===== src/rtl/epu_axil_csr_mc.sv =====
// ---------------------------------------------------------------------------
// epu_axil_csr_mc
//   AXI-Lite control/status block for NCH EPU GEMM engines. Each channel has
//   a KLEN register, a start strobe, a done latch, an error flag and a busy
//   cycle counter. There is also a global IRQ enable/status pair and an ID
//   register.
//
// Ports
//   clk, rst          : clock, synchronous active-high reset
//   s_aw*/s_w*/s_b*   : AXI-Lite write (AW and W accepted independently)
//   s_ar*/s_r*        : AXI-Lite read
//   epu_start[c]      : one-cycle start pulse to engine c
//   epu_klen          : KLEN of channel c in bits [c*KW +: KW]
//   epu_done[c]       : one-cycle completion pulse from engine c
//   irq               : level interrupt, OR of (IRQ_EN & IRQ_STAT)
// ---------------------------------------------------------------------------
module epu_axil_csr_mc #(
    parameter int NCH    = 4,
    parameter int KMAX   = 1024,
    parameter int KW     = 11,
    parameter int ADDR_W = 12,
    parameter int CNT_W  = 32
) (
    input  logic              clk,
    input  logic              rst,
    input  logic [31:0]       s_awaddr,
    input  logic              s_awvalid,
    output logic              s_awready,
    input  logic [31:0]       s_wdata,
    input  logic [3:0]        s_wstrb,
    input  logic              s_wvalid,
    output logic              s_wready,
    output logic [1:0]        s_bresp,
    output logic              s_bvalid,
    input  logic              s_bready,
    input  logic [31:0]       s_araddr,
    input  logic              s_arvalid,
    output logic              s_arready,
    output logic [31:0]       s_rdata,
    output logic [1:0]        s_rresp,
    output logic              s_rvalid,
    input  logic              s_rready,
    output logic [NCH-1:0]    epu_start,
    output logic [NCH*KW-1:0] epu_klen,
    input  logic [NCH-1:0]    epu_done,
    output logic              irq
);

    localparam logic [ADDR_W-1:0] A_IRQ_EN   = ADDR_W'(32'h100);
    localparam logic [ADDR_W-1:0] A_IRQ_STAT = ADDR_W'(32'h104);
    localparam logic [ADDR_W-1:0] A_ID       = ADDR_W'(32'h108);
    localparam logic [31:0]       ID_VAL     = 32'h4550_0200 | 32'(NCH);
    localparam logic [1:0]        RESP_OKAY  = 2'b00;
    localparam logic [1:0]        RESP_SLV   = 2'b10;

    // Write holding registers and response
    logic              aw_full_q, aw_full_d;
    logic [ADDR_W-1:0] aw_addr_q, aw_addr_d;
    logic              w_full_q, w_full_d;
    logic [31:0]       w_data_q, w_data_d;
    logic [3:0]        w_strb_q, w_strb_d;
    logic              awready_q, awready_d, wready_q, wready_d;
    logic              bvalid_q, bvalid_d;
    logic [1:0]        bresp_q, bresp_d;
    // Read side
    logic              arready_q, arready_d, rvalid_q, rvalid_d;
    logic [31:0]       rdata_q, rdata_d;
    logic [1:0]        rresp_q, rresp_d;
    // Per-channel and global state
    logic [NCH-1:0]    start_q, start_d, busy_q, busy_d, done_q, done_d, err_q, err_d;
    logic [NCH-1:0]    irq_en_q, irq_en_d, irq_stat_q, irq_stat_d;
    logic [KW-1:0]     klen_q [NCH];
    logic [KW-1:0]     klen_d [NCH];
    logic [CNT_W-1:0]  cyc_q  [NCH];
    logic [CNT_W-1:0]  cyc_d  [NCH];

    logic              wr_err, rd_err;
    logic [31:0]       klen_m, rd_data;
    logic [ADDR_W-1:0] ra;

    // Upper address bits are deliberately not decoded.
    logic unused_addr_bits;
    assign unused_addr_bits = ^{s_awaddr[31:ADDR_W], s_araddr[31:ADDR_W]};

    function automatic logic [31:0] apply_strb(input logic [31:0] old_v,
                                               input logic [31:0] new_v,
                                               input logic [3:0]  strb);
        logic [31:0] r;
        r = old_v;
        for (int b = 0; b < 4; b++)
            if (strb[b]) r[8*b +: 8] = new_v[8*b +: 8];
        return r;
    endfunction

    // Read decode straight from the AR address; captured on the handshake.
    always_comb begin
        ra      = s_araddr[ADDR_W-1:0];
        rd_data = '0;
        rd_err  = 1'b1;
        if (ra[ADDR_W-1:8] == '0) begin
            for (int c = 0; c < NCH; c++) begin
                if (32'(ra[7:5]) == c) begin
                    case (ra[4:0])
                        5'h00: rd_err = 1'b0;
                        5'h04: begin rd_err = 1'b0; rd_data = 32'(klen_q[c]); end
                        5'h08: begin rd_err = 1'b0; rd_data = {29'b0, err_q[c], done_q[c], busy_q[c]}; end
                        5'h0C: begin rd_err = 1'b0; rd_data = 32'(cyc_q[c]); end
                        default: ;
                    endcase
                end
            end
        end else begin
            case (ra)
                A_IRQ_EN:   begin rd_err = 1'b0; rd_data = 32'(irq_en_q); end
                A_IRQ_STAT: begin rd_err = 1'b0; rd_data = 32'(irq_stat_q); end
                A_ID:       begin rd_err = 1'b0; rd_data = ID_VAL; end
                default: ;
            endcase
        end
    end

    // NOTE: every variable written here gets a default first so no latch is inferred;
    // blocking assignments are correct in combinational logic.
    always_comb begin
        aw_full_d  = aw_full_q;
        aw_addr_d  = aw_addr_q;
        w_full_d   = w_full_q;
        w_data_d   = w_data_q;
        w_strb_d   = w_strb_q;
        bvalid_d   = bvalid_q;
        bresp_d    = bresp_q;
        rvalid_d   = rvalid_q;
        rdata_d    = rdata_q;
        rresp_d    = rresp_q;
        start_d    = '0;
        busy_d     = busy_q;
        done_d     = done_q;
        err_d      = err_q;
        irq_en_d   = irq_en_q;
        irq_stat_d = irq_stat_q;
        klen_d     = klen_q;
        wr_err     = 1'b0;
        klen_m     = '0;

        // Saturating busy counters
        for (int c = 0; c < NCH; c++) begin
            if (busy_q[c] && cyc_q[c] != '1) cyc_d[c] = cyc_q[c] + CNT_W'(1);
            else                             cyc_d[c] = cyc_q[c];
        end

        if (s_awvalid && awready_q) begin
            aw_full_d = 1'b1;
            aw_addr_d = s_awaddr[ADDR_W-1:0];
        end
        if (s_wvalid && wready_q) begin
            w_full_d = 1'b1;
            w_data_d = s_wdata;
            w_strb_d = s_wstrb;
        end

        // Commit once both holders are full; bvalid rises with the effect.
        if (aw_full_q && w_full_q && !bvalid_q) begin
            bvalid_d = 1'b1;
            wr_err   = 1'b1;
            if (aw_addr_q[ADDR_W-1:8] == '0) begin
                for (int c = 0; c < NCH; c++) begin
                    if (32'(aw_addr_q[7:5]) == c) begin
                        wr_err = 1'b0;
                        case (aw_addr_q[4:0])
                            5'h00: begin
                                if (w_data_q[0] && w_strb_q[0]) begin
                                    if (busy_q[c]) wr_err = 1'b1;
                                    else begin
                                        start_d[c] = 1'b1;
                                        busy_d[c]  = 1'b1;
                                        done_d[c]  = 1'b0;
                                        cyc_d[c]   = '0;
                                    end
                                end
                            end
                            5'h04: begin
                                klen_m = apply_strb(32'(klen_q[c]), w_data_q, w_strb_q);
                                if (busy_q[c] || klen_m == '0 || klen_m > KMAX) wr_err = 1'b1;
                                else klen_d[c] = klen_m[KW-1:0];
                            end
                            5'h08: begin
                                if (w_strb_q[0] && w_data_q[1]) done_d[c] = 1'b0;
                                if (w_strb_q[0] && w_data_q[2]) err_d[c]  = 1'b0;
                            end
                            default: wr_err = 1'b1;  // CYCLES is read-only; rest unmapped
                        endcase
                        if (wr_err) err_d[c] = 1'b1;
                    end
                end
            end else begin
                case (aw_addr_q)
                    A_IRQ_EN: begin
                        wr_err = 1'b0;
                        if (w_strb_q[0]) irq_en_d = w_data_q[NCH-1:0];
                    end
                    A_IRQ_STAT: begin
                        wr_err = 1'b0;
                        if (w_strb_q[0]) irq_stat_d = irq_stat_q & ~w_data_q[NCH-1:0];
                    end
                    default: ;  // ID is read-only, everything else unmapped
                endcase
            end
            bresp_d = wr_err ? RESP_SLV : RESP_OKAY;
        end

        if (bvalid_q && s_bready) begin
            bvalid_d  = 1'b0;
            aw_full_d = 1'b0;
            w_full_d  = 1'b0;
        end

        // Hardware completion is applied last so it overrides any W1C above.
        for (int c = 0; c < NCH; c++) begin
            if (epu_done[c]) begin
                done_d[c]     = 1'b1;
                irq_stat_d[c] = 1'b1;
                if (!start_d[c]) busy_d[c] = 1'b0;
            end
        end

        if (s_arvalid && arready_q) begin
            rvalid_d = 1'b1;
            rdata_d  = rd_data;
            rresp_d  = rd_err ? RESP_SLV : RESP_OKAY;
        end
        if (rvalid_q && s_rready) rvalid_d = 1'b0;

        // Readies are registered so they are low during and right after reset.
        awready_d = !aw_full_d && !bvalid_d;
        wready_d  = !w_full_d && !bvalid_d;
        arready_d = !rvalid_d;
    end

    always_ff @(posedge clk) begin
        if (rst) begin
            aw_full_q  <= 1'b0;
            aw_addr_q  <= '0;
            w_full_q   <= 1'b0;
            w_data_q   <= '0;
            w_strb_q   <= '0;
            awready_q  <= 1'b0;
            wready_q   <= 1'b0;
            bvalid_q   <= 1'b0;
            bresp_q    <= '0;
            arready_q  <= 1'b0;
            rvalid_q   <= 1'b0;
            rdata_q    <= '0;
            rresp_q    <= '0;
            start_q    <= '0;
            busy_q     <= '0;
            done_q     <= '0;
            err_q      <= '0;
            irq_en_q   <= '0;
            irq_stat_q <= '0;
            // NOTE: these small per-channel arrays are architectural registers with
            // defined reset values, so they are reset (unlike a RAM would be).
            for (int c = 0; c < NCH; c++) begin
                klen_q[c] <= KW'(1);
                cyc_q[c]  <= '0;
            end
        end else begin
            aw_full_q  <= aw_full_d;
            aw_addr_q  <= aw_addr_d;
            w_full_q   <= w_full_d;
            w_data_q   <= w_data_d;
            w_strb_q   <= w_strb_d;
            awready_q  <= awready_d;
            wready_q   <= wready_d;
            bvalid_q   <= bvalid_d;
            bresp_q    <= bresp_d;
            arready_q  <= arready_d;
            rvalid_q   <= rvalid_d;
            rdata_q    <= rdata_d;
            rresp_q    <= rresp_d;
            start_q    <= start_d;
            busy_q     <= busy_d;
            done_q     <= done_d;
            err_q      <= err_d;
            irq_en_q   <= irq_en_d;
            irq_stat_q <= irq_stat_d;
            klen_q     <= klen_d;
            cyc_q      <= cyc_d;
        end
    end

    always_comb begin
        epu_klen = '0;
        for (int c = 0; c < NCH; c++) epu_klen[c*KW +: KW] = klen_q[c];
    end

    assign s_awready = awready_q;
    assign s_wready  = wready_q;
    assign s_bvalid  = bvalid_q;
    assign s_bresp   = bresp_q;
    assign s_arready = arready_q;
    assign s_rvalid  = rvalid_q;
    assign s_rdata   = rdata_q;
    assign s_rresp   = rresp_q;
    assign epu_start = start_q;
    assign irq       = |(irq_en_q & irq_stat_q);

endmodule


===== config.mk =====
export PLATFORM = sky130hd
export DESIGN_NAME = epu_axil_csr_mc
export DESIGN_NICKNAME = d
export VERILOG_FILES = /design/src/rtl/epu_axil_csr_mc.sv
export SDC_FILE = /design/constraint.sdc
export NUM_CORES = 1
export LEC_CHECK = 0
export ABC_AREA = 1
export CAP_MARGIN = 20
export CORE_MARGIN = 2
export CORE_UTILIZATION = 45
export DETAILED_ROUTE_END_ITERATION = 16
export PLACE_DENSITY_LB_ADDON = 0.25
export SETUP_SLACK_MARGIN = 0.02
export SKIP_CTS_REPAIR_TIMING = 1
export SYNTH_ARGS = -nofsm -noshare
export SYNTH_HDL_FRONTEND = slang
export SYNTH_SLANG_ARGS = --single-unit
export TNS_END_PERCENT = 10

===== constraint.sdc =====
create_clock -name clk -period 5.8 [get_ports clk]
set_input_delay 1.16 -clock clk [delete_from_list [all_inputs] [get_ports clk]]
set_output_delay 1.16 -clock clk [all_outputs]
set_load 0.02 [all_outputs]

==> results.cfg <==
[floorplanning]
die_w_um = 186
rows = 66
die_area_um2 = 34500
chipHeight_um = 186
core_um2 = 32500
start_util = 0.457
io_pins = 201

[placed_design]
numPlacedInstances = 2737
place_congestion = 0.960
io_buffers = 158
dp_hpwl_um = 36300

[drt]
routed_via_density = 5.49
wire_per_inst_um = 17.1
drc = 0
drtIter0Drc = 1569
wirelength_um = 47900
antenna_left = 0
drt_pre_antenna_iters = 6
routed-via-count = 15400

[setup_path]
required_ps = 6240
critPathLaunchType = input pin
crit_type = input pin to flip-flop
crit_path_end_kind = flip-flop
crit_arrival_ps = 4300
crit_path_max_fanout = 27

[global_routing]
grt-ovfl-total = 0
grt_pass1_wl_um = 74900
grt_usage = 0.276
antenna_found_initial = 0
grt_pass1_vias = 14200
grt_max_degree = 104

[yosys]
async_flop_share = 0
yosys-top-cells-area = dfxtp_1, nand2_1, nor2_1, inv_1, a21oi_1
synth_seq_cells = 285
synthTopCellsByCount = nand2_1, nor2_1, inv_1
synth_edf_count = 0
yosysMostFrequentCell = nand2_1
netlist_instances = 2205
yosysTopAreaCell = dfxtp_1
seq_area_frac_synth = 0.384
avgSynthCellArea_um2 = 6.75
synth_top_cell_area_share = 0.384
synth_area_um2 = 14900
dominantRegCellSynth = dfxtp_1
yosysUniqueCellTypes = 56
yosysWarnings = 0

[timing]
fmax_mhz = 259
finalCritPeriodShare = 0.665
rsz0062_at_grt = false
min_period_ps = 3860
fin_tns_setup_ps = 0
fin_skew_ps = 16.4
relSlewSlack = 0.357
tightest_slew_ps = 964
slew_viol_final = 0
finalSetupViolCount = 0
final_hold_viol_count = 0

[run_status]
status = completed

[cells_and_area]
final_nets = 2448
area_growth_pct = 19.4
seqCellArea_um2 = 5710
fin_cells = 2798
layout-drive-gt1-share = 0.0637
diodes = 0
multiInputGateArea_um2 = 7650
fillers = 3183

[clock_network]
clkSinkCount = 285
clk_path_buf_depth = 3
cts_tree = built
numCtsBuffers = 34
h-tree-depth = 2
root_buffer = clkbuf_16
clkTransAtPathRegs_ps = 60
clkLatencyLatePin_ps = 520

[pwr]
p_leak_nw = 6.61
p_per_area_nw_per_um2 = 249
peakVddDrop_uv = 176
total_power_w = 0.00442

[min_path]
hold_class = flip-flop to flip-flop

[flow_run]
drv_cap = 0
-- final cells by class --
| type | instances | area share |
|---|---|---|
| clock buffers | 51 | 0.0549 |
| clock inverters | 8 | 0.00366 |
| inverters | 300 | 0.0634 |
| multi-input cells | 1542 | 0.430 |
| flip-flops and latches | 285 | 0.321 |
| well taps | 442 | 0.0311 |
| repair buffers | 170 | 0.0953 |
-- report_power, final --
part	switching [W]	internal [W]	total [W]
registers	0.0000283	0.00200	0.00203
logic	0.000233	0.000136	0.000369
clock network	0.000856	0.00117	0.00203
-- final timing paths --
| kind | startpoint | endpoint | slack, ps | cells past startpoint |
|---|---|---|---|---|
| setup / recovery | s_araddr[0] | s_rdata[21] | 1940 | 14 |
| hold / removal | s_rdata[12] | s_rdata[12] | 470 | 2 |
| setup reg to reg | w_strb_q[0] | epu_klen[9] | 2560 | 14 |
| hold reg to reg | s_rdata[12] | s_rdata[12] | 470 | 2 |
-- layout by cell type (no fill, tap or decap), drive strengths merged, types with 2 or more instances in the layout --
| cell type | n |
|---|---|
| nor2 | 341 |
| a221o | 2 |
| clkinv | 7 |
| nand2 | 410 |
| nand3b | 3 |
| a211oi | 26 |
| dfxtp | 285 |
| a221oi | 3 |
| buf | 13 |
| clkbuf | 51 |
| a22oi | 2 |
| o221ai | 7 |
| xor2 | 35 |
| a21oi | 193 |
| o2111ai | 4 |
| xnor2 | 3 |
| o21ai | 208 |
| o31ai | 4 |
| conb | 2 |
| nand3 | 88 |
| o21a | 8 |
| clkdlybuf4s50 | 157 |
| nor3 | 74 |
| nor4 | 17 |
| nand4 | 28 |
| o311ai | 7 |
| inv | 301 |
| o211ai | 19 |
| o22ai | 39 |
| nor3b | 2 |
| or2 | 8 |
| ha | 4 |
-- registers in the layout, indices dropped and copies added, names as in the netlist, 12 cells and up --
name       count
w_data_q      32
s_rdata       32
cyc_q        128
epu_klen      44
aw_addr_q     12
-- cell families after synthesis --
kind of cell	count (synthesis)	synth area share
other cells	1	0.000252
compound gates	526	0.200
fa+ha+maj	4	0.00336
buf+inv	379	0.103
flops	285	0.384
xor+xnor	38	0.0224
simple gates	972	0.288
-- per-layer routing --
metal  track usage  share of wire  vias to the layer above
met5             0              0                        -
met4         0.107          0.039                        0
met3        0.0472          0.079                      105
met2         0.439           0.45                      666
met1         0.374           0.44                     7073
li1              -              -                     7527
-- worst max-delay path, cell delays in order --
cell,delay (ps)
clkdlybuf4s50_1,440
inv_1,70
nand2_1,70
nor2_1,200
inv_1,70
nor2_1,90
buf_4,210
inv_1,100
nor2_2,420
inv_1,590
buf_4,360
o2111ai_1,180
o211ai_1,170
a21oi_1,160
-- stage by stage --
stage | hold WS [ps] | setup slack (ps) | utilization | area, um2
after global routing | 486 | 1700 | 0.546 | 17800
after global placement | 444 | 1550 | 0.513 | 16700
after floorplan | 429 | 3280 | - | 14900
after CTS | 469 | 1990 | 0.545 | 17700
final | 466 | 1940 | 0.546 | 17800
after detailed placement | 444 | 1480 | 0.513 | 16700
No activity file was read; power rests on OpenSTA's default activity.
